[config.mk]
export PLATFORM = sky130hd
export DESIGN_NAME = clock_counter
export DESIGN_NICKNAME = d
export VERILOG_FILES = /design/src/rtl/clock_counter_pkg.sv /design/src/rtl/bcd_mod_counter.sv /design/src/rtl/clock_counter.sv
export SDC_FILE = /design/constraint.sdc
export NUM_CORES = 1
export LEC_CHECK = 0
export BUFFER_PORTS_ARGS = -buffer_cell sky130_fd_sc_hd__clkbuf_2
export CAP_MARGIN = 40
export CORE_AREA = 3 3 87 89
export DETAILED_ROUTE_END_ITERATION = 6
export DIE_AREA = 0 0 90 92
export GPL_ROUTABILITY_DRIVEN = 0
export GPL_TIMING_DRIVEN = 0
export PLACE_DENSITY_LB_ADDON = 0.3
export REMOVE_ABC_BUFFERS = 1
export SKIP_LAST_GASP = 1
export SYNTH_ARGS = -nofsm -noshare
export SYNTH_HDL_FRONTEND = slang
export SYNTH_SLANG_ARGS = --single-unit
[constraint.sdc]
create_clock -name clk_in -period 3.2 [get_ports clk_in]
set_clock_uncertainty 0.05 [all_clocks]
set_input_delay 0 -clock clk_in [delete_from_list [all_inputs] [get_ports clk_in]]
set_output_delay 0 -clock clk_in [all_outputs]
set_load 0.005 [all_outputs]
[src/rtl/clock_counter_pkg.sv]
// Shared limits, control-bit positions and BCD helper for the clock counter.
package clock_counter_pkg;

  localparam int unsigned MS_MAX      = 999;
  localparam int unsigned SEC_MAX     = 59;
  localparam int unsigned MIN_MAX     = 59;
  localparam int unsigned HR_MAX      = 23;

  localparam int unsigned MS_DIGITS   = 3;
  localparam int unsigned TIME_DIGITS = 2;
  localparam int unsigned SET_W       = 6;

  localparam int unsigned SET_DIR     = 0;
  localparam int unsigned SET_PAUSE   = 1;
  localparam int unsigned SET_CLR     = 2;
  localparam int unsigned SET_SEC     = 3;
  localparam int unsigned SET_MIN     = 4;
  localparam int unsigned SET_HR      = 5;

  // Encode a value below 1000 as three packed BCD digits.
  function automatic logic [11:0] to_bcd3(input int unsigned v);
    return {4'((v / 100) % 10), 4'((v / 10) % 10), 4'(v % 10)};
  endfunction

endpackage

[src/rtl/bcd_mod_counter.sv]
// Packed-BCD modulo counter (0..MAX_VAL) with clear, step up and step down.
module bcd_mod_counter
  import clock_counter_pkg::*;
#(
  parameter int unsigned DIGITS  = 2,
  parameter int unsigned MAX_VAL = 59
) (
  input  logic                  clk,
  input  logic                  rst,
  input  logic                  inc,
  input  logic                  dec,
  input  logic                  clear,
  output logic [4*DIGITS-1:0]   value,
  output logic                  carry_c
);

  localparam int unsigned W = 4 * DIGITS;
  localparam logic [W-1:0] MAX_BCD = W'(to_bcd3(MAX_VAL));

  logic [W-1:0] value_d;

  // Add one with decimal digit carry.
  function automatic logic [W-1:0] bcd_inc(input logic [W-1:0] v);
    logic [W-1:0] r;
    logic         c;
    r = v;
    c = 1'b1;
    for (int i = 0; i < int'(DIGITS); i++) begin
      if (c) begin
        if (v[4*i +: 4] == 4'd9) begin
          r[4*i +: 4] = 4'd0;
        end else begin
          r[4*i +: 4] = v[4*i +: 4] + 4'd1;
          c = 1'b0;
        end
      end
    end
    return r;
  endfunction

  // Subtract one with decimal digit borrow.
  function automatic logic [W-1:0] bcd_dec(input logic [W-1:0] v);
    logic [W-1:0] r;
    logic         b;
    r = v;
    b = 1'b1;
    for (int i = 0; i < int'(DIGITS); i++) begin
      if (b) begin
        if (v[4*i +: 4] == 4'd0) begin
          r[4*i +: 4] = 4'd9;
        end else begin
          r[4*i +: 4] = v[4*i +: 4] - 4'd1;
          b = 1'b0;
        end
      end
    end
    return r;
  endfunction

  // Next value: clear wins, then increment, then decrement; wrap within range.
  always_comb begin
    value_d = value;
    if (clear) begin
      value_d = '0;
    end else if (inc) begin
      value_d = (value == MAX_BCD) ? '0 : bcd_inc(value);
    end else if (dec) begin
      value_d = (value == '0) ? MAX_BCD : bcd_dec(value);
    end
  end

  // Carry out on an increment that wraps MAX_VAL back to zero.
  assign carry_c = inc & ~clear & (value == MAX_BCD);

  // Value register.
  always_ff @(posedge clk or posedge rst) begin
    if (rst) begin
      value <= '0;
    end else begin
      value <= value_d;
    end
  end

endmodule

[src/rtl/clock_counter.sv]
// 24-hour BCD clock: ms prescaler, carry chain and pushbutton field adjust.
module clock_counter
  import clock_counter_pkg::*;
#(
  parameter int unsigned TICKS_PER_MS = 100000
) (
  input  logic             clk_in,
  input  logic             resetn,
  input  logic             Button,
  input  logic [SET_W-1:0] set,
  output logic [11:0]      milli_o,
  output logic [7:0]       Seconds_o,
  output logic [7:0]       Minutes_o,
  output logic [7:0]       Hours_o
);

  localparam int unsigned PW = (TICKS_PER_MS > 1) ? $clog2(TICKS_PER_MS) : 1;
  localparam logic [PW-1:0] PRESC_LAST = PW'(TICKS_PER_MS - 1);

  logic [PW-1:0] presc_q;
  logic          btn_meta_q, btn_sync_q, btn_prev_q;
  logic          adj_pulse, clear, pause, down, tick;
  logic          adj_sec, adj_min, adj_hr;
  logic          ms_carry, sec_carry, min_carry, hr_carry_unused;
  logic          sec_inc, sec_dec, min_inc, min_dec, hr_inc, hr_dec;
  logic          min_nat, hr_nat;

  assign clear = set[SET_CLR];
  assign pause = set[SET_PAUSE];
  assign down  = set[SET_DIR];
  assign tick  = ~clear & ~pause & (presc_q == PRESC_LAST);

  // Two-flop Button synchronizer plus previous-level register for edge detect.
  always_ff @(posedge clk_in or posedge resetn) begin
    if (resetn) begin
      btn_meta_q <= 1'b0;
      btn_sync_q <= 1'b0;
      btn_prev_q <= 1'b0;
    end else begin
      btn_meta_q <= Button;
      btn_sync_q <= btn_meta_q;
      btn_prev_q <= btn_sync_q;
    end
  end

  assign adj_pulse = btn_sync_q & ~btn_prev_q;
  assign adj_sec   = adj_pulse & set[SET_SEC];
  assign adj_min   = adj_pulse & set[SET_MIN];
  assign adj_hr    = adj_pulse & set[SET_HR];

  // Millisecond prescaler: cleared by clear, frozen by pause.
  always_ff @(posedge clk_in or posedge resetn) begin
    if (resetn) begin
      presc_q <= '0;
    end else if (clear) begin
      presc_q <= '0;
    end else if (!pause) begin
      presc_q <= tick ? '0 : presc_q + PW'(1);
    end
  end

  // An adjust on a field replaces its natural carry-in and suppresses its carry-out.
  assign sec_inc = adj_sec ? ~down : ms_carry;
  assign sec_dec = adj_sec & down;
  assign min_nat = sec_carry & ~adj_sec;
  assign min_inc = adj_min ? ~down : min_nat;
  assign min_dec = adj_min & down;
  assign hr_nat  = min_carry & ~adj_min;
  assign hr_inc  = adj_hr ? ~down : hr_nat;
  assign hr_dec  = adj_hr & down;

  bcd_mod_counter #(.DIGITS(MS_DIGITS), .MAX_VAL(MS_MAX)) u_ms (
    .clk(clk_in), .rst(resetn), .inc(tick), .dec(1'b0), .clear(clear),
    .value(milli_o), .carry_c(ms_carry)
  );

  bcd_mod_counter #(.DIGITS(TIME_DIGITS), .MAX_VAL(SEC_MAX)) u_sec (
    .clk(clk_in), .rst(resetn), .inc(sec_inc), .dec(sec_dec), .clear(clear),
    .value(Seconds_o), .carry_c(sec_carry)
  );

  bcd_mod_counter #(.DIGITS(TIME_DIGITS), .MAX_VAL(MIN_MAX)) u_min (
    .clk(clk_in), .rst(resetn), .inc(min_inc), .dec(min_dec), .clear(clear),
    .value(Minutes_o), .carry_c(min_carry)
  );

  bcd_mod_counter #(.DIGITS(TIME_DIGITS), .MAX_VAL(HR_MAX)) u_hr (
    .clk(clk_in), .rst(resetn), .inc(hr_inc), .dec(hr_dec), .clear(clear),
    .value(Hours_o), .carry_c(hr_carry_unused)
  );

endmodule

## Word level (Yosys, flattened, before mapping)

Index checks and enable logic that the tools add are counted.

- Add/sub/neg operators: 16
- Equal/unequal tests: 18
- Multiplexer cells: 75
- Bitwise logic cells: 23
- Reduce and logical (&&, ||, !) cells: 23

Operators with widths:

| operator | count |
|---|---|
| 8-bit two-way mux | 15 |
| 4-bit two-way mux | 23 |
| 17-bit two-way mux | 3 |
| 4-bit by 1-bit adder with 4-bit output (second input constant) | 9 |
| 4-bit equality test (second input constant) | 9 |
| 12-bit two-way mux | 3 |
| 1-bit two-way mux | 31 |
| 4-bit zero test | 6 |
| 8-bit zero test | 3 |
| 4-bit by 1-bit subtractor with 4-bit output (second input constant) | 6 |
| 17-bit by 1-bit adder with 17-bit output (second input constant) | 1 |
| 1-bit bitwise AND | 17 |
| 17-bit equality test (second input constant) | 1 |
| 8-bit by 7-bit equality test with 1-bit output (second input constant) | 2 |
| 3-bit nonzero test | 5 |
| 12-bit equality test (second input constant) | 1 |
| 4-bit nonzero test | 3 |
| 3-bit AND reduction | 3 |
| 8-bit by 6-bit equality test with 1-bit output (second input constant) | 1 |
| 4-bit != test (second input constant) | 2 |
| 1-bit NOT | 6 |
| 4-bit by 2-bit != test with 1-bit output (second input constant) | 1 |
| 2-bit AND reduction | 2 |
| 2-bit by 1-bit != test with 1-bit output (second input constant) | 1 |
| 2-bit nonzero test | 1 |

- Bits in registers: 56
- Input bits: 9
- Output and inout bits: 36
- Logic and storage cells: 168

## Longest topological paths before layout

- Depth in word-level cells: 21
- Gate-level depth with buffers: 10
- Mapped depth without buffers: 8

## Hierarchy

Synthesis repeated with hierarchy kept, for this count alone.

- Cell total of the unflattened synthesis: 521
- Area total of the unflattened synthesis: 4623.2 µm²

Modules (own cells, without submodules):

| module | times used | cells each | area an instance (µm²) | seq. area each (µm²) |
|---|---|---|---|---|
| bcd_mod_counter at u_min ... | 2 | 84 | 723.2 | 200.2 |
| clock_counter | 1 | 135 | 1262.5 | 500.5 |
| bcd_mod_counter at u_ms | 1 | 127 | 1151.1 | 300.3 |
| bcd_mod_counter at u_hr | 1 | 91 | 763.2 | 200.2 |

## Worst setup path before layout

Ideal clock, no wire load.

- Path type: register to register
- Start point: register u_sec.value[1]
- End point: register u_min.value[5]
- Setup time: 0.076 ns
- Data arrival time: 2.262 ns
- Required time: 3.074 ns
- Slack: 0.811 ns
- Cell stages (with the launch flop): 11
- Buffers on the path: 2
- Clock period less this slack: 2.389 ns
- Cell sequence: dfrtp_1 > inv_1 > ha_1 > and3b_1 > buf_2 > nand3_1 > nor4_4 > or2_1 > buf_2 > mux2_1 > o21ai_1

- Word-level cells in the longest chain between the ends: 6
- Elaborated cells on any way between the ends: 10
- Classes of those cells: eq/ne: 2; mux: 3; bitwise: 2; reduce/logical: 3

Ends and longest elaborated chain:

| what | RTL line | text |
|---|---|---|
| start: declaration | bcd_mod_counter.sv:13 | `output logic [4*DIGITS-1:0] value,` |
| start signal: assignment | bcd_mod_counter.sv:80 | `value <= value_d;` |
| 8-bit by 7-bit equality test with 1-bit output * | bcd_mod_counter.sv:73 | `assign carry_c = inc & ~clear & (value == MAX_BCD);` |
| 1-bit bitwise AND * | bcd_mod_counter.sv:73 |  |
| 1-bit bitwise AND * | clock_counter.sv:65 | `assign min_nat = sec_carry & ~adj_sec;` |
| 1-bit two-way mux * | clock_counter.sv:66 | `assign min_inc = adj_min ? ~down : min_nat;` |
| 4-bit != test (no line) (tied with other cells) | n/a |  |
| 3-bit AND reduction (no line) or 8-bit two-way mux (tied branches) | n/a |  |
| end signal: assignment | bcd_mod_counter.sv:80 |  |
| end: declaration | bcd_mod_counter.sv:13 |  |

Mark *: on every way between the ends. The rest lies on a longest branch, timed or not.
A chain may end at the register's enable or synchronous reset.

## Worst setup path in the final report

- Start point: register u_ms.value[0]
- End point: register u_sec.value[5]

- Word-level cells in the longest chain between the ends: 5
- Elaborated cells on any way between the ends: 9
- Classes of those cells: eq/ne: 2; mux: 3; bitwise: 1; reduce/logical: 3

Ends and longest elaborated chain:

| what | RTL line | text |
|---|---|---|
| start: declaration | bcd_mod_counter.sv:13 |  |
| start signal: assignment | bcd_mod_counter.sv:80 |  |
| 12-bit equality test * | bcd_mod_counter.sv:73 |  |
| 1-bit bitwise AND * | bcd_mod_counter.sv:73 |  |
| 1-bit two-way mux * | clock_counter.sv:63 | `assign sec_inc = adj_sec ? ~down : ms_carry;` |
| 4-bit != test (no line) (tied with other cells) | n/a |  |
| 3-bit AND reduction (no line) or 8-bit two-way mux (tied branches) | n/a |  |

Marked as above.

==> qor.txt <==
Result of the run: completed
Type of origin of the critical path: flop
Count of pins over their slew limit: 0
Final-layout worst hold slack: 80.27 ps
Die Y: 92 um
Die ar.: 0.008280 mm2
Starting Density: 59.23%
Hold WC Path Type: in2reg
Placeable Area: 0.006832 mm2
Number of hold violations in the final report: 0
Number of global-route vias before repair: 3488
Gate power share: 17.9%
Distinct cells, synth: 77
Area growth from synthesis to layout: 10.70%
Row count: 30
Overall die width: 90 um
Total routed wirelength: 9835 um
Clock-pin slew on the worst setup and hold paths: 110 ps
Proportion of power drawn by the clock network: 30.8%
Mean routed wirelength per cell: 16.04 um
Count of input and output buffers: 44
Slack of the critical path: 336.0 ps
Clock insertion delay at the later pin of the skew report: 320 ps
DRC violation count after routing: 0
Pre-CTS setup slack: 443.7 ps
Period Utilization, post-route: 89.50%
CTS Buf Count: 5
VDD IR-drop max: 202.6 uV
Maximum clock frequency: 349.2 MHz
Number of I/O pins: 45
Ys async rst share: 100.0%
Data arrival time of the worst path: 2990 ps
Fill count: 592
Final min period: 2864 ps
Register area share after synthesis: 34.63%
Setup violations, final: 0
Sw Share: 30.34%
Max Buffers Root-to-Sink: 2
Synth Area per Inst: 8.378 um2
Number of hold buffers added after cts: 4
RSZ-0062 raised after global routing: false
PD cells: 353.0 mW/mm2
Global Route Usage Sum: 23.72%
Total congestion overflow after global routing: 0
Sum Neg Setup Slack: 0 ps
Category of the worst setup path capture point: flop
Share of final-layout standard cells stronger than drive strength 1: 14.12%
Post-CTS resize count: 0
Clock tree from TritonCTS: done
Netlist area before placement: 0.004046 mm2
Wire length of the first global-routing pass: 16610 um
Final net count: 541
Gate count after technology mapping: 483
Internal power of the cells: 0.001102 W
Number of synthesis warnings: 0
Via count normalized by instance count: 6.232
Deepest level of the CTS H-tree: 2
Number of detailed-route iterations in the first pass: 5
DR iter-0 viols: 356
Slew @ Worst Pin: 742.1 ps
MaxCap Viol Count: 0
Normalized max-slew margin: 50.23%
Post-CTS Setup Repair Bufs: 0
Ys flop type: sky130_fd_sc_hd__dfrtp_1
Diodes inserted: 0
Clk sink count: 56
Fraction of power consumed by sequential logic: 51.3%
Crit Path Class: reg2reg
Antenna-violating nets left: 0
Worst Path Required: 3330 ps
Via count: 3820
Switching power: 0.0004797 W
Worst Path Max Fanout: 10
Leakage power total: 1.904 nW
DPL Wire Length: 7066 um
Count of flip-flops with a built-in enable after synthesis: 0
Register bit total from synthesis: 56
Pin count of the biggest net entering global routing: 38
Root buffer selected by CTS: sky130_fd_sc_hd__clkbuf_8
Initial antenna violation count: 0
==> worst paths after layout <==
| kind | startpoint | endpoint | slack, ps | cells past startpoint |
|---|---|---|---|---|
| min | set[0] | u_min.value[0] | 80 | 3 |
| max | u_ms.value[0] | u_sec.value[5] | 340 | 7 |
| max reg2reg | u_ms.value[0] | u_sec.value[5] | 340 | 7 |
| min in group asynchronous | resetn | presc_q[8] | 220 | 3 |
| min reg2reg | btn_meta_q | btn_sync_q | 330 | 0 |
| max in group asynchronous | resetn | u_ms.value[5] | 2310 | 4 |
==> layer usage <==
| layer | share of wire, % | up-vias | track usage, % |
|---|---|---|---|
| met5 | 0 | - | 0 |
| met4 | 0.77 | 0 | 5.357 |
| met3 | 5.1 | 8 | 3.281 |
| met2 | 50 | 124 | 40.82 |
| met1 | 44 | 1830 | 31.82 |
| li1 | - | 1858 | - |
==> cells in the mapped netlist (5+ instances only) <==
| master | n | area (um2) |
|---|---|---|
| sky130_fd_sc_hd__dfrtp_1 | 56 | 1401 |
| sky130_fd_sc_hd__nor2_1 | 54 | 202.7 |
| sky130_fd_sc_hd__nand2_1 | 45 | 168.9 |
| sky130_fd_sc_hd__o21ai_0 | 34 | 170.2 |
| sky130_fd_sc_hd__a21oi_1 | 28 | 140.1 |
| sky130_fd_sc_hd__inv_1 | 19 | 71.32 |
| sky130_fd_sc_hd__nand3_1 | 19 | 95.09 |
| sky130_fd_sc_hd__ha_1 | 16 | 200.2 |
| sky130_fd_sc_hd__nor3_1 | 15 | 75.07 |
| sky130_fd_sc_hd__clkbuf_1 | 13 | 48.80 |
| sky130_fd_sc_hd__buf_2 | 10 | 50.05 |
| sky130_fd_sc_hd__nand3b_1 | 10 | 75.07 |
| sky130_fd_sc_hd__nand4_1 | 10 | 62.56 |
| sky130_fd_sc_hd__or3_1 | 8 | 50.05 |
| sky130_fd_sc_hd__xor2_1 | 7 | 61.31 |
| sky130_fd_sc_hd__a31oi_1 | 6 | 37.54 |
| sky130_fd_sc_hd__and3b_1 | 6 | 52.55 |
| sky130_fd_sc_hd__mux2i_1 | 5 | 50.05 |
| sky130_fd_sc_hd__nor2b_1 | 5 | 31.28 |
| sky130_fd_sc_hd__nor4_1 | 5 | 31.28 |
==> critical path, cell delays in order, from the launching register on <==
cell and delay, ps:
sky130_fd_sc_hd__dfrtp_1 460, sky130_fd_sc_hd__ha_1 170, sky130_fd_sc_hd__and3b_1 370, sky130_fd_sc_hd__nand4_2 280, sky130_fd_sc_hd__nor3_2 520, sky130_fd_sc_hd__a211oi_1 310, sky130_fd_sc_hd__a221oi_1 420, sky130_fd_sc_hd__o41ai_1 140
==> metrics by stage <==
stage / cell area [um2] / total power (W) / instances / utilization [%]
after floorplan: 3944 / 0.0009883 / 459 / -
after global placement: 4284 / 0.001083 / 599 / 62.71
after detailed placement: 4324 / 0.001102 / 601 / 63.30
after CTS: 4479 / 0.001589 / 613 / 65.57
after global routing: 4479 / 0.001675 / 613 / 65.57
final: 4479 / 0.001581 / 613 / 65.57
==> registers in the layout, indices dropped and copies added, names as in the netlist <==
signal,cells
btn_meta_q,1
btn_prev_q,1
presc_q,17
u_hr.value,8
btn_sync_q,1
u_sec.value,8
u_ms.value,12
u_min.value,8
==> cell type report <==
class | instances | area [um2] | area share (%)
clock inverter | 3 | 46.29 | 1.034
timing repair buffer | 50 | 300.3 | 6.704
sequential | 56 | 1401 | 31.28
multi-input combinational | 384 | 2471 | 55.17
inverter | 19 | 71.32 | 1.592
clock buffer | 5 | 68.82 | 1.536
tap | 96 | 120.1 | 2.682
==> power groups by stage <==
stage | sequential [W] | combinational [W] | clock (W)
floorplan | 0.000811 | 0.000177 | 0
global placement | 0.000821 | 0.000262 | 0
detailed placement | 0.000824 | 0.000279 | 0
CTS | 0.000810 | 0.000284 | 0.000495
global route | 0.000821 | 0.000320 | 0.000533
finish | 0.000811 | 0.000284 | 0.000487
==> cells in the final DEF (no fill, tap or decap), types with 4 or more instances in the layout <==
cell type / count
sky130_fd_sc_hd__xnor2_1: 4
sky130_fd_sc_hd__nor2_1: 54
sky130_fd_sc_hd__mux2i_1: 5
sky130_fd_sc_hd__clkbuf_2: 44
sky130_fd_sc_hd__a211oi_1: 4
sky130_fd_sc_hd__nor3b_1: 4
sky130_fd_sc_hd__dfrtp_1: 56
sky130_fd_sc_hd__and3_1: 4
sky130_fd_sc_hd__dlygate4sd3_1: 4
sky130_fd_sc_hd__nor2b_1: 5
sky130_fd_sc_hd__o21ai_0: 34
sky130_fd_sc_hd__a31oi_1: 6
sky130_fd_sc_hd__and3b_1: 6
sky130_fd_sc_hd__inv_1: 18
sky130_fd_sc_hd__nand4_1: 10
sky130_fd_sc_hd__ha_1: 16
sky130_fd_sc_hd__nand2_1: 45
sky130_fd_sc_hd__or3_1: 8
sky130_fd_sc_hd__xor2_1: 7
sky130_fd_sc_hd__nor3_1: 15
sky130_fd_sc_hd__o21a_1: 4
sky130_fd_sc_hd__nand3b_1: 10
sky130_fd_sc_hd__a21oi_1: 28
sky130_fd_sc_hd__o211ai_1: 4
sky130_fd_sc_hd__nand3_1: 19
sky130_fd_sc_hd__mux2_2: 4
sky130_fd_sc_hd__nor4_1: 5
sky130_fd_sc_hd__and4_1: 4
sky130_fd_sc_hd__clkbuf_8: 5
==> cell families after synthesis <==
| family | share of synthesized area, % |
|---|---|
| AND/OR/NAND/NOR | 30.33 |
| AO/OA/AOI/OAI | 20.78 |
| flip-flops | 34.63 |
| buffers and inverters | 4.298 |
| adder cells (fa/ha/maj) | 4.947 |
| XOR/XNOR | 2.381 |
| multiplexers | 2.628 |
Note: power is estimated with default switching activity, not from simulation.
